<file path="config.mk">
export PLATFORM = sky130hd
export DESIGN_NAME = fixpoint_iterator
export DESIGN_NICKNAME = d
export VERILOG_FILES = /design/src/rtl/fixpoint_pkg.sv /design/src/rtl/fixpoint_step.sv /design/src/rtl/fixpoint_iterator.sv
export SDC_FILE = /design/constraint.sdc
export NUM_CORES = 1
export LEC_CHECK = 0
export BUFFER_PORTS_ARGS = -buffer_cell sky130_fd_sc_hd__buf_2
export CAP_MARGIN = 20
export CORE_UTILIZATION = 54
export DETAILED_ROUTE_END_ITERATION = 10
export GPL_TIMING_DRIVEN = 0
export PLACE_DENSITY = 0.79
export RECOVER_POWER = 50
export SETUP_SLACK_MARGIN = 0.15
export SLEW_MARGIN = 20
export SYNTH_ARGS = -nofsm -noshare
export SYNTH_HDL_FRONTEND = slang
export SYNTH_SLANG_ARGS = --single-unit
</file>
<file path="constraint.sdc">
create_clock -name clk -period 3.7 [get_ports clk]
set_clock_uncertainty 0.2 [all_clocks]
set_input_delay 0.185 -clock clk [delete_from_list [all_inputs] [get_ports clk]]
set_output_delay 0.185 -clock clk [all_outputs]
set_load 0.02 [all_outputs]
</file>
<file path="src/rtl/fixpoint_pkg.sv">
// Shared FSM encoding and iteration-counter sizing for the fixpoint iterator.
package fixpoint_pkg;

    typedef enum logic [1:0] {
        IDLE = 2'd0,
        RUN  = 2'd1,
        DONE = 2'd2
    } fsm_state_t;

    function automatic int iters_width(input int max_iter);
        return $clog2(max_iter + 1);
    endfunction

endpackage

</file>
<file path="src/rtl/fixpoint_step.sv">
// One propagation step for a single channel's state vector.
module fixpoint_step #(
    parameter int W = 8
) (
    input  logic [W-1:0] cur,
    input  logic [W-1:0] mask,
    input  logic         mode,
    output logic [W-1:0] next,
    output logic         stable
);
    logic [W-1:0] from_below;
    logic [W-1:0] from_above;
    logic [W-1:0] incoming;

    // Masked bits only block new arrivals; a bit already set stays set.
    assign from_below = {cur[W-2:0], 1'b0};
    assign from_above = mode ? {1'b0, cur[W-1:1]} : '0;
    assign incoming   = (from_below | from_above) & ~mask;
    assign next       = cur | incoming;
    assign stable     = (next == cur);

endmodule

</file>
<file path="src/rtl/fixpoint_iterator.sv">
// Iterates CH channel state vectors in lockstep until all stop changing or MAX_ITER steps elapse.
//   state | meaning
//   IDLE  | waiting for start; results of the previous run held
//   RUN   | one step evaluation per cycle
//   DONE  | one-cycle completion pulse, results valid
module fixpoint_iterator
    import fixpoint_pkg::*;
#(
    parameter int W        = 8,
    parameter int CH       = 4,
    parameter int MAX_ITER = 16
) (
    input  logic                                clk,
    input  logic                                rst_n,
    input  logic                                start,
    input  logic [CH*W-1:0]                     seed,
    input  logic [CH*W-1:0]                     mask,
    input  logic                                mode,
    output logic                                busy,
    output logic                                done,
    output logic                                fixpoint,
    output logic                                timeout,
    output logic [CH-1:0]                       reach,
    output logic [iters_width(MAX_ITER)-1:0]    iters
);
    localparam int IW = iters_width(MAX_ITER);

    fsm_state_t       fsm;
    logic [CH*W-1:0]  cur_q;
    logic [CH*W-1:0]  mask_q;
    logic             mode_q;
    logic [CH*W-1:0]  next_all;
    logic [CH-1:0]    stable;
    logic [CH-1:0]    reach_final;
    logic [IW-1:0]    iters_inc;

    for (genvar c = 0; c < CH; c++) begin : g_step
        fixpoint_step #(.W(W)) u_step (
            .cur    (cur_q[c*W +: W]),
            .mask   (mask_q[c*W +: W]),
            .mode   (mode_q),
            .next   (next_all[c*W +: W]),
            .stable (stable[c])
        );
    end

    // next_all equals cur_q on convergence, so it is the final state on either exit.
    always_comb begin
        reach_final = '0;
        for (int c = 0; c < CH; c++) begin
            reach_final[c] = next_all[c*W + W - 1];
        end
    end

    assign iters_inc = iters + IW'(1);

    always_ff @(posedge clk or negedge rst_n) begin
        if (!rst_n) begin
            fsm      <= IDLE;
            cur_q    <= '0;
            mask_q   <= '0;
            mode_q   <= 1'b0;
            busy     <= 1'b0;
            done     <= 1'b0;
            fixpoint <= 1'b0;
            timeout  <= 1'b0;
            reach    <= '0;
            iters    <= '0;
        end else begin
            done <= 1'b0;
            case (fsm)
                IDLE: begin
                    if (start) begin
                        cur_q    <= seed;
                        mask_q   <= mask;
                        mode_q   <= mode;
                        fixpoint <= 1'b0;
                        timeout  <= 1'b0;
                        reach    <= '0;
                        iters    <= '0;
                        busy     <= 1'b1;
                        fsm      <= RUN;
                    end
                end
                RUN: begin
                    iters <= iters_inc;
                    if (&stable) begin
                        fixpoint <= 1'b1;
                        busy     <= 1'b0;
                        done     <= 1'b1;
                        reach    <= reach_final;
                        fsm      <= DONE;
                    end else begin
                        cur_q <= next_all;
                        if (iters_inc == IW'(MAX_ITER)) begin
                            timeout <= 1'b1;
                            busy    <= 1'b0;
                            done    <= 1'b1;
                            reach   <= reach_final;
                            fsm     <= DONE;
                        end
                    end
                end
                DONE: begin
                    fsm <= IDLE;
                end
                default: begin
                    fsm <= IDLE;
                end
            endcase
        end
    end

endmodule

</file>
==> results of run 1 <==
## critical path: stages (launching register included)
cell                       delay [ps]
sky130_fd_sc_hd__dfrtp_1          470
sky130_fd_sc_hd__clkbuf_2         240
sky130_fd_sc_hd__buf_2            250
sky130_fd_sc_hd__a21oi_1          190
sky130_fd_sc_hd__nor3_1            70
sky130_fd_sc_hd__nor4_1           350
sky130_fd_sc_hd__nand2_1          120
sky130_fd_sc_hd__or4_1            530
sky130_fd_sc_hd__buf_2            180
sky130_fd_sc_hd__nand2_1          160
sky130_fd_sc_hd__buf_2            260
sky130_fd_sc_hd__o311ai_0         160
## metal layers
| layer | wire length (um) | track usage (%) | vias up |
|---|---|---|---|
| met3 | 816 | 4.82 | 36 |
| li1 | - | - | 1749 |
| met5 | 0 | 0 | - |
| met2 | 5380 | 56.6 | 207 |
| met4 | 359 | 14.0 | 0 |
| met1 | 4340 | 40.5 | 1808 |
## logic make-up (layout without fill, tap and decap cells)
| kind of cell | after synthesis | in the layout | synth area share (%) |
|---|---|---|---|
| xor+xnor | 2 | 2 | 0.477 |
| mux | 6 | 6 | 1.64 |
| flops | 80 | 80 | 54.6 |
| compound gates | 80 | 80 | 14.7 |
| simple gates | 220 | 220 | 25.9 |
| buf+inv | 22 | 185 | 2.39 |
| fa+ha+maj | 1 | 1 | 0.341 |
## repair_timing
item	CTS	global route
hold buffers	66	0
endpoints found under the hold margin	105	0
endpoints found under the setup margin	0	34
gates resized for setup	0	8
## final timing paths
check                      cells after the start     start         to
max reg2reg                                   11    mode_q  cur_q[13]
min in group asynchronous                      2     rst_n   iters[4]
min                                            3     start     fsm[0]
max in group asynchronous                      2     rst_n  cur_q[10]
min reg2reg                                    2  fixpoint   fixpoint
max                                           11    mode_q  cur_q[13]
## power by group through the flow
stage               Combinational [mW]  Sequential (mW)  Clock, mW
finish                            1.40             1.55      0.668
floorplan                        0.878             1.52          0
detailed placement                1.30             1.56          0
CTS                               1.36             1.54      0.668
global placement                  1.25             1.54          0
global route                      1.56             1.59      0.704
## flip-flops by register name, indices dropped and copies added (netlist names)
name      count
timeout       1
reach         4
iters         5
cur_q        32
mode_q        1
mask_q       32
done          1
fixpoint      1
fsm           2
busy          1
## area by class of cell
| type | instances | area [um2] | share of cell area, % |
|---|---|---|---|
| plain buffers | 21 | 88.8 | 1.76 |
| clock buffers | 11 | 151 | 2.99 |
| clock inverters | 5 | 55.1 | 1.09 |
| inverters | 1 | 3.75 | 0.0742 |
| multi-input cells | 309 | 1590 | 31.4 |
| flip-flops and latches | 80 | 2000 | 39.6 |
| well taps | 77 | 96.3 | 1.90 |
| repair buffers | 147 | 1070 | 21.2 |
## layout by cell type, fill, tap and decap left out, types with 3 or more instances in the layout
cell / instances
sky130_fd_sc_hd__dfrtp_1: 80
sky130_fd_sc_hd__o21ai_0: 12
sky130_fd_sc_hd__clkbuf_8: 11
sky130_fd_sc_hd__or4_1: 3
sky130_fd_sc_hd__o311ai_0: 8
sky130_fd_sc_hd__o311ai_1: 14
sky130_fd_sc_hd__clkbuf_1: 20
sky130_fd_sc_hd__nand3b_1: 4
sky130_fd_sc_hd__nand3_1: 4
sky130_fd_sc_hd__o22ai_1: 4
sky130_fd_sc_hd__dlygate4sd3_1: 66
sky130_fd_sc_hd__nand2_1: 153
sky130_fd_sc_hd__a22o_1: 5
sky130_fd_sc_hd__buf_2: 77
sky130_fd_sc_hd__nand2b_1: 7
sky130_fd_sc_hd__mux2i_1: 6
sky130_fd_sc_hd__a21oi_2: 3
sky130_fd_sc_hd__nor2_1: 14
sky130_fd_sc_hd__a21oi_1: 26
sky130_fd_sc_hd__nor3_1: 21
## per-stage QoR
step	hold WS (ps)	cell area [um2]	instances
6_report	106	5060	651
5_1_grt	163	5060	651
4_1_cts	102	5060	651
3_5_place_dp	-1.46	4190	569
3_3_place_gp	174	4170	568
2_1_floorplan	-311	3670	411
==> impl_metrics.csv, run 1 <==
group,metric,value,unit
floorplan,initial_utilization,56.8,%
synth,netlist_instances,411,
synth,synth_fp_nets,480,
synth,postSynth.asyncResetShare,100,%
floorplan,design.core.area,6460,um2
sta,final-hold-violation-count,0,
detailed_routing,drt_pass1_iterations,8,
power_and_ir_drop,internal-power,2.13,mW
floorplan,boundaryPins,81,
synth,synth_top_flop_cell,"sky130_fd_sc_hd__dfrtp_1",
floorplan,dieArea,7130,um2
clock_tree,clock-sinks,80,
sta,finalWorstSetupSlack,359,ps
clock_tree,cts.repair_timing.setup_buffer_count,0,
power_and_ir_drop,worst_ir_drop_vdd,0.406,mV
clock_tree,clk_latency,350,ps
power_and_ir_drop,p_total,3.62,mW
synth,yosys_warnings,0,
synth,yosysTopAreaCell,"sky130_fd_sc_hd__dfrtp_1",
run_status,failed_checks,"design-rule violations, max-capacitance violations, max-slew violations",
place,buffer_ports.inserted,80,
clock_tree,tritoncts,"done",
synth,synthTopCellsByArea,"sky130_fd_sc_hd__dfrtp_1, sky130_fd_sc_hd__nand2_1, sky130_fd_sc_hd__a21oi_1",
setup_path,worst-r2r-setup-slack,360,ps
power_and_ir_drop,power.combinational.fraction,38.7,%
sta,rsz0062_at_grt,"no",
place,routabilityCongestion,0.833,
floorplan,die_h,84.4,um
grt,antenna_found_initial,0,
sta,finalSetupTns,0,ps
floorplan,std_cell_rows,29,
synth,yosysSeqAreaShare,54.6,%
place,placement_setup_slack,250,ps
synth,ys_top_cells_by_count,"sky130_fd_sc_hd__nand2_1, sky130_fd_sc_hd__dfrtp_1, sky130_fd_sc_hd__a21oi_1, sky130_fd_sc_hd__nor3_1, sky130_fd_sc_hd__clkbuf_1",
synth,synth_edf_count,0,
detailed_routing,route.detailed.vias_per_inst,5.84,
setup_path,critical_path_class,"flip-flop to flip-flop",
layout,fillerInstances,433,
setup_path,crit_path_start_kind,"flip-flop",
synth,ys_seq_elements,80,
layout,area_growth_syn_to_layout,37.9,%
power_and_ir_drop,p_leak,2.38,nW
grt,grt_first_pass_wirelength,17700,um
power_and_ir_drop,power.clock.fraction,18.5,%
setup_path,worst_setup_path_end_kind,"flip-flop",
power_and_ir_drop,power.density_cell_area,715,nW/um2
floorplan,die_w,84.4,um
clock_tree,clk_pin_slew_worst_paths,80,ps
detailed_routing,number_of_vias_in_the_routed_layout,3800,
sta,worst_slew_margin_rel,-46.7,%
synth,synth.most_common_cell,"sky130_fd_sc_hd__nand2_1",
detailed_routing,drc,4,
layout,post-route-util,78.3,%
run_status,status,"complete, but fails checks",
detailed_routing,routed_wire_length_per_instance,16.7,um
synth,netlist-cell-type-count,37,
sta,fmax,299,MHz
sta,final-setup-viol-count,0,
clock_tree,cts_max_level,3,
grt,track_usage,32.4,%
grt,total_gr_overflow,0,
min_path,type_of_the_worst_min_delay_path,"input pin to flip-flop",
sta,post_layout_minimum_cycle_time,3340,ps
synth,synthesis.area_per_instance,8.93,um2
grt,grt_max_degree,42,
setup_path,critPathArrivalTime,3350,ps
place,dpl.hpwl,6860,um
grt,via_count_of_the_first_global_routing_pass,3742,
layout,final_layout_size_suffix_gt1_share,17.8,%
detailed_routing,drt-total-wl,10900,um
detailed_routing,antenna_violating_nets_post_route,0,
power_and_ir_drop,switching_share,41.2,%
clock_tree,cts_buffer_depth,2,
power_and_ir_drop,power.share.sequential,42.8,%
layout,antenna_cells,0,
flow_run,max_cap_violations,1,
clock_tree,clock_tree.root_cell,"sky130_fd_sc_hd__clkbuf_8",
synth,synth.top_cell.area_share,54.6,%
sta,worst_slew_pin_slew,2200,ps
setup_path,worst-endpoint-required,3710,ps
clock_tree,cts_made_buffers,9,
synth,post_synth_instance_area,3670,um2
sta,final_max_slew_viol_count,41,
layout,design.final.nets,638,
setup_path,crit_fanout,10,
detailed_routing,drt_iter0_drc,352,
sta,period_share,90.3,%
power_and_ir_drop,psw,1.49,mW
Power figures use the tool's default switching activity.
==> inputs of run 2 (changes only) <==
--- a/config.mk
+++ b/config.mk
@@ -7,13 +7,14 @@
 export LEC_CHECK = 0
 export BUFFER_PORTS_ARGS = -buffer_cell sky130_fd_sc_hd__buf_2
 export CAP_MARGIN = 20
-export CORE_UTILIZATION = 54
+export CORE_UTILIZATION = 56
 export DETAILED_ROUTE_END_ITERATION = 10
 export GPL_TIMING_DRIVEN = 0
-export PLACE_DENSITY = 0.79
+export PLACE_DENSITY = 0.81
 export RECOVER_POWER = 50
 export SETUP_SLACK_MARGIN = 0.15
 export SLEW_MARGIN = 20
 export SYNTH_ARGS = -nofsm -noshare
 export SYNTH_HDL_FRONTEND = slang
+export SYNTH_HIERARCHICAL = 1
 export SYNTH_SLANG_ARGS = --single-unit
==> impl_metrics.csv, run 2 <==
group,metric,value,unit
synth,synth_fp_nets,482,
synth,yosys_warnings,6,
layout,final_layout_size_suffix_gt1_share,30.6,%
synth,netlist_instances,413,
grt,grt_max_degree,44,
detailed_routing,drc,0,
synth,yosysTopAreaCell,"sky130_fd_sc_hd__dfrtp_1",
place,routabilityCongestion,0.814,
sta,worst_slew_pin_slew,2140,ps
clock_tree,clock-sinks,80,
clock_tree,clk_latency,350,ps
floorplan,initial_utilization,58.1,%
detailed_routing,drt_iter0_drc,271,
setup_path,cp_cell_sequence,"a21oi_1 > nor3_1 > or4_1 > nor4_2 > nand4_1 > o22ai_2 > mux2i_1",
synth,yosysSeqAreaShare,47.5,%
detailed_routing,route.detailed.vias_per_inst,5.67,
detailed_routing,drt-met1-wl,4560,um
layout,area_growth_syn_to_layout,32.5,%
detailed_routing,routed_wire_length_per_instance,16.4,um
setup_path,worst-endpoint-required,3770,ps
setup_path,critical_path_class,"flip-flop to flip-flop",
detailed_routing,antenna_violating_nets_post_route,0,
clock_tree,tritoncts,"done",
setup_path,worst_setup_path_end_kind,"flip-flop",
grt,via_count_of_the_first_global_routing_pass,3865,
layout,top_regs,"cur_q x32, mask_q x32, iters x5",
place,buffer_ports.inserted,80,
detailed_routing,met3_wirelength,616,um
synth,ys_seq_elements,80,
detailed_routing,drt-total-wl,11100,um
sta,period_share,82.0,%
sta,final-hold-violation-count,0,
place,post-place-cells,593,
grt,grt_first_pass_wirelength,17800,um
sta,worst_slew_margin_rel,-42.4,%
detailed_routing,maxUsedRoutingLayer,"met4",
setup_path,worst_path_max_stage_delay,630,ps
floorplan,std_cell_rows,31,
place,dpl.hpwl,6950,um
floorplan,boundaryPins,81,
synth,synth_top_flop_cell,"sky130_fd_sc_hd__dfrtp_1",
run_status,failed_checks,"max-capacitance violations, max-slew violations",
grt,track_usage,30.1,%
layout,design.final.nets,641,
synth,synth.top_cell.area_share,47.5,%
floorplan,design.core.area,7250,um2
layout,layout_common_cells,"sky130_fd_sc_hd__nand2_1, sky130_fd_sc_hd__buf_2, sky130_fd_sc_hd__dfrtp_1, sky130_fd_sc_hd__dlygate4sd3_1, sky130_fd_sc_hd__nor2_1",
synth,synthesis.area_per_instance,10.2,um2
grt,antenna_found_initial,0,
sta,finalSetupTns,0,ps
setup_path,slowest_stage,"sky130_fd_sc_hd__dfrtp_2",
detailed_routing,detailed_routed_wire_length_on_met2,5570,um
power_and_ir_drop,power.density_cell_area,790,nW/um2
min_path,type_of_the_worst_min_delay_path,"flip-flop to flip-flop",
sta,fmax,330,MHz
synth,synthTopCellsByArea,"sky130_fd_sc_hd__dfrtp_1, sky130_fd_sc_hd__mux2_2, sky130_fd_sc_hd__a31oi_2",
setup_path,crit_fanout,29,
sta,final_max_slew_viol_count,38,
setup_path,critPathArrivalTime,3100,ps
synth,synth_edf_count,0,
clock_tree,cts.repair_timing.setup_buffer_count,0,
synth,netlist-cell-type-count,34,
floorplan,die_h,88.7,um
detailed_routing,number_of_vias_in_the_routed_layout,3824,
layout,layoutNonFillerInstCount,674,
setup_path,crit_path_start_kind,"flip-flop",
detailed_routing,drt_pass1_iterations,5,
sta,post_layout_minimum_cycle_time,3030,ps
sta,rsz0062_at_grt,"no",
clock_tree,clk_pin_slew_worst_paths,80,ps
floorplan,dieArea,7880,um2
clock_tree,clock_tree.root_cell,"sky130_fd_sc_hd__clkbuf_8",
synth,post_synth_instance_area,4210,um2
power_and_ir_drop,p_leak,2.49,nW
power_and_ir_drop,worst_ir_drop_vdd,0.422,mV
sta,final-setup-viol-count,0,
grt,total_gr_overflow,0,
layout,antenna_cells,0,
run_status,status,"complete, but fails checks",
clock_tree,cts_buffer_depth,2,
clock_tree,cts_max_level,3,
floorplan,die_w,88.7,um
synth,postSynth.asyncResetShare,100,%
flow_run,max_cap_violations,1,
clock_tree,cts_made_buffers,9,
synth,ys_top_cells_by_count,"sky130_fd_sc_hd__dfrtp_1, sky130_fd_sc_hd__nand2_1, sky130_fd_sc_hd__nor2_1, sky130_fd_sc_hd__mux2_2, sky130_fd_sc_hd__o21bai_1",
layout,most_common_cell_after_layout_fill_and_taps_aside,"sky130_fd_sc_hd__nand2_1",
==> run 2: cell types whose count changed after synthesis, moves of 5 or more <==
cell / previous run / this run
sky130_fd_sc_hd__a21oi_1: 27 / 17
sky130_fd_sc_hd__o311ai_0: 8 / 0
sky130_fd_sc_hd__a21oi_2: 2 / 8
sky130_fd_sc_hd__a31oi_2: 0 / 28
sky130_fd_sc_hd__nor2_1: 14 / 34
sky130_fd_sc_hd__mux2_2: 0 / 33
sky130_fd_sc_hd__clkbuf_1: 15 / 7
sky130_fd_sc_hd__o311ai_1: 14 / 0
sky130_fd_sc_hd__nand2_1: 153 / 80
sky130_fd_sc_hd__buf_6: 0 / 5
sky130_fd_sc_hd__o21bai_1: 2 / 29
==> run 2: area by class of cell <==
| type | instances | area, um2 |
|---|---|---|
| timing repair buffer | 148 | 1080 |
| sequential | 80 | 2000 |
| clock inverter | 4 | 22.5 |
| tap | 99 | 124 |
| buffer | 19 | 120 |
| fill | 477 | 1670 |
| inverter | 5 | 18.8 |
| clock buffer | 10 | 138 |
| multi-input combinational | 309 | 2070 |
==> run 2: worst paths after layout <==
check	cells past startpoint	slack [ps]	startpoint	endpoint
hold reg to reg	1	310	mask_q[15]	mask_q[15]
hold / removal	1	310	mask_q[15]	mask_q[15]
setup / recovery	7	670	mode_q	reach[1]
max in group asynchronous	2	1140	rst_n	mode_q
setup reg to reg	7	670	mode_q	reach[1]
min in group asynchronous	2	790	rst_n	cur_q[0]
==> run 2: kinds of logic (layout without fill, tap and decap cells) <==
logic type / count (synthesis) / after routing / synth area share, %
buffers and inverters: 24 / 186 / 3.30
AOI/OAI and AO/OA: 104 / 104 / 20.9
muxes: 37 / 37 / 9.77
adders and majority gates: 1 / 1 / 0.297
and+or+nand+nor: 165 / 165 / 17.8
DFF: 80 / 80 / 47.5
xor gates and xnor gates: 2 / 2 / 0.416
==> run 2: routing by layer <==
| metal | vias up | GRT usage, % |
|---|---|---|
| met3 | 33 | 5.04 |
| met5 | - | 0 |
| li1 | 1782 | - |
| met4 | 0 | 14.8 |
| met2 | 147 | 51.4 |
| met1 | 1862 | 36.9 |
==> run 2: worst max-delay path: cells and delay by family, from the launching register on <==
family	cells	cell delay, ps
and+or+nand+nor	4	1170
DFF	1	630
AOI/OAI and AO/OA	2	700
muxes	1	240
==> run 2: report_power, final <==
group          switching (mW)  total [mW]  internal (mW)  leakage [nW]
clock network           0.302       0.553          0.251        0.0838
registers               0.475        1.76           1.29         0.923
logic                    1.11        2.09          0.982          1.48
total                    1.89        4.41           2.52          2.49
==> run 2: timing repair <==
item / CTS / global route
hold endpoints to repair: 103 / 0
hold buffers: 67 / 0
gates resized for setup: 0 / 0
setup endpoints to repair: 0 / 0
==> run 2: metrics by stage <==
stage	power [mW]	setup WS, ps	cell area (um2)	hold WS (ps)	utilization, %
finish	4.41	666	5580	313	77.0
floorplan	3.21	1090	4210	-311	-
detailed placement	3.76	482	4760	-10.9	65.6
CTS	4.38	436	5590	158	77.1
global route	4.73	510	5580	344	77.0
global placement	3.66	540	4740	217	65.3
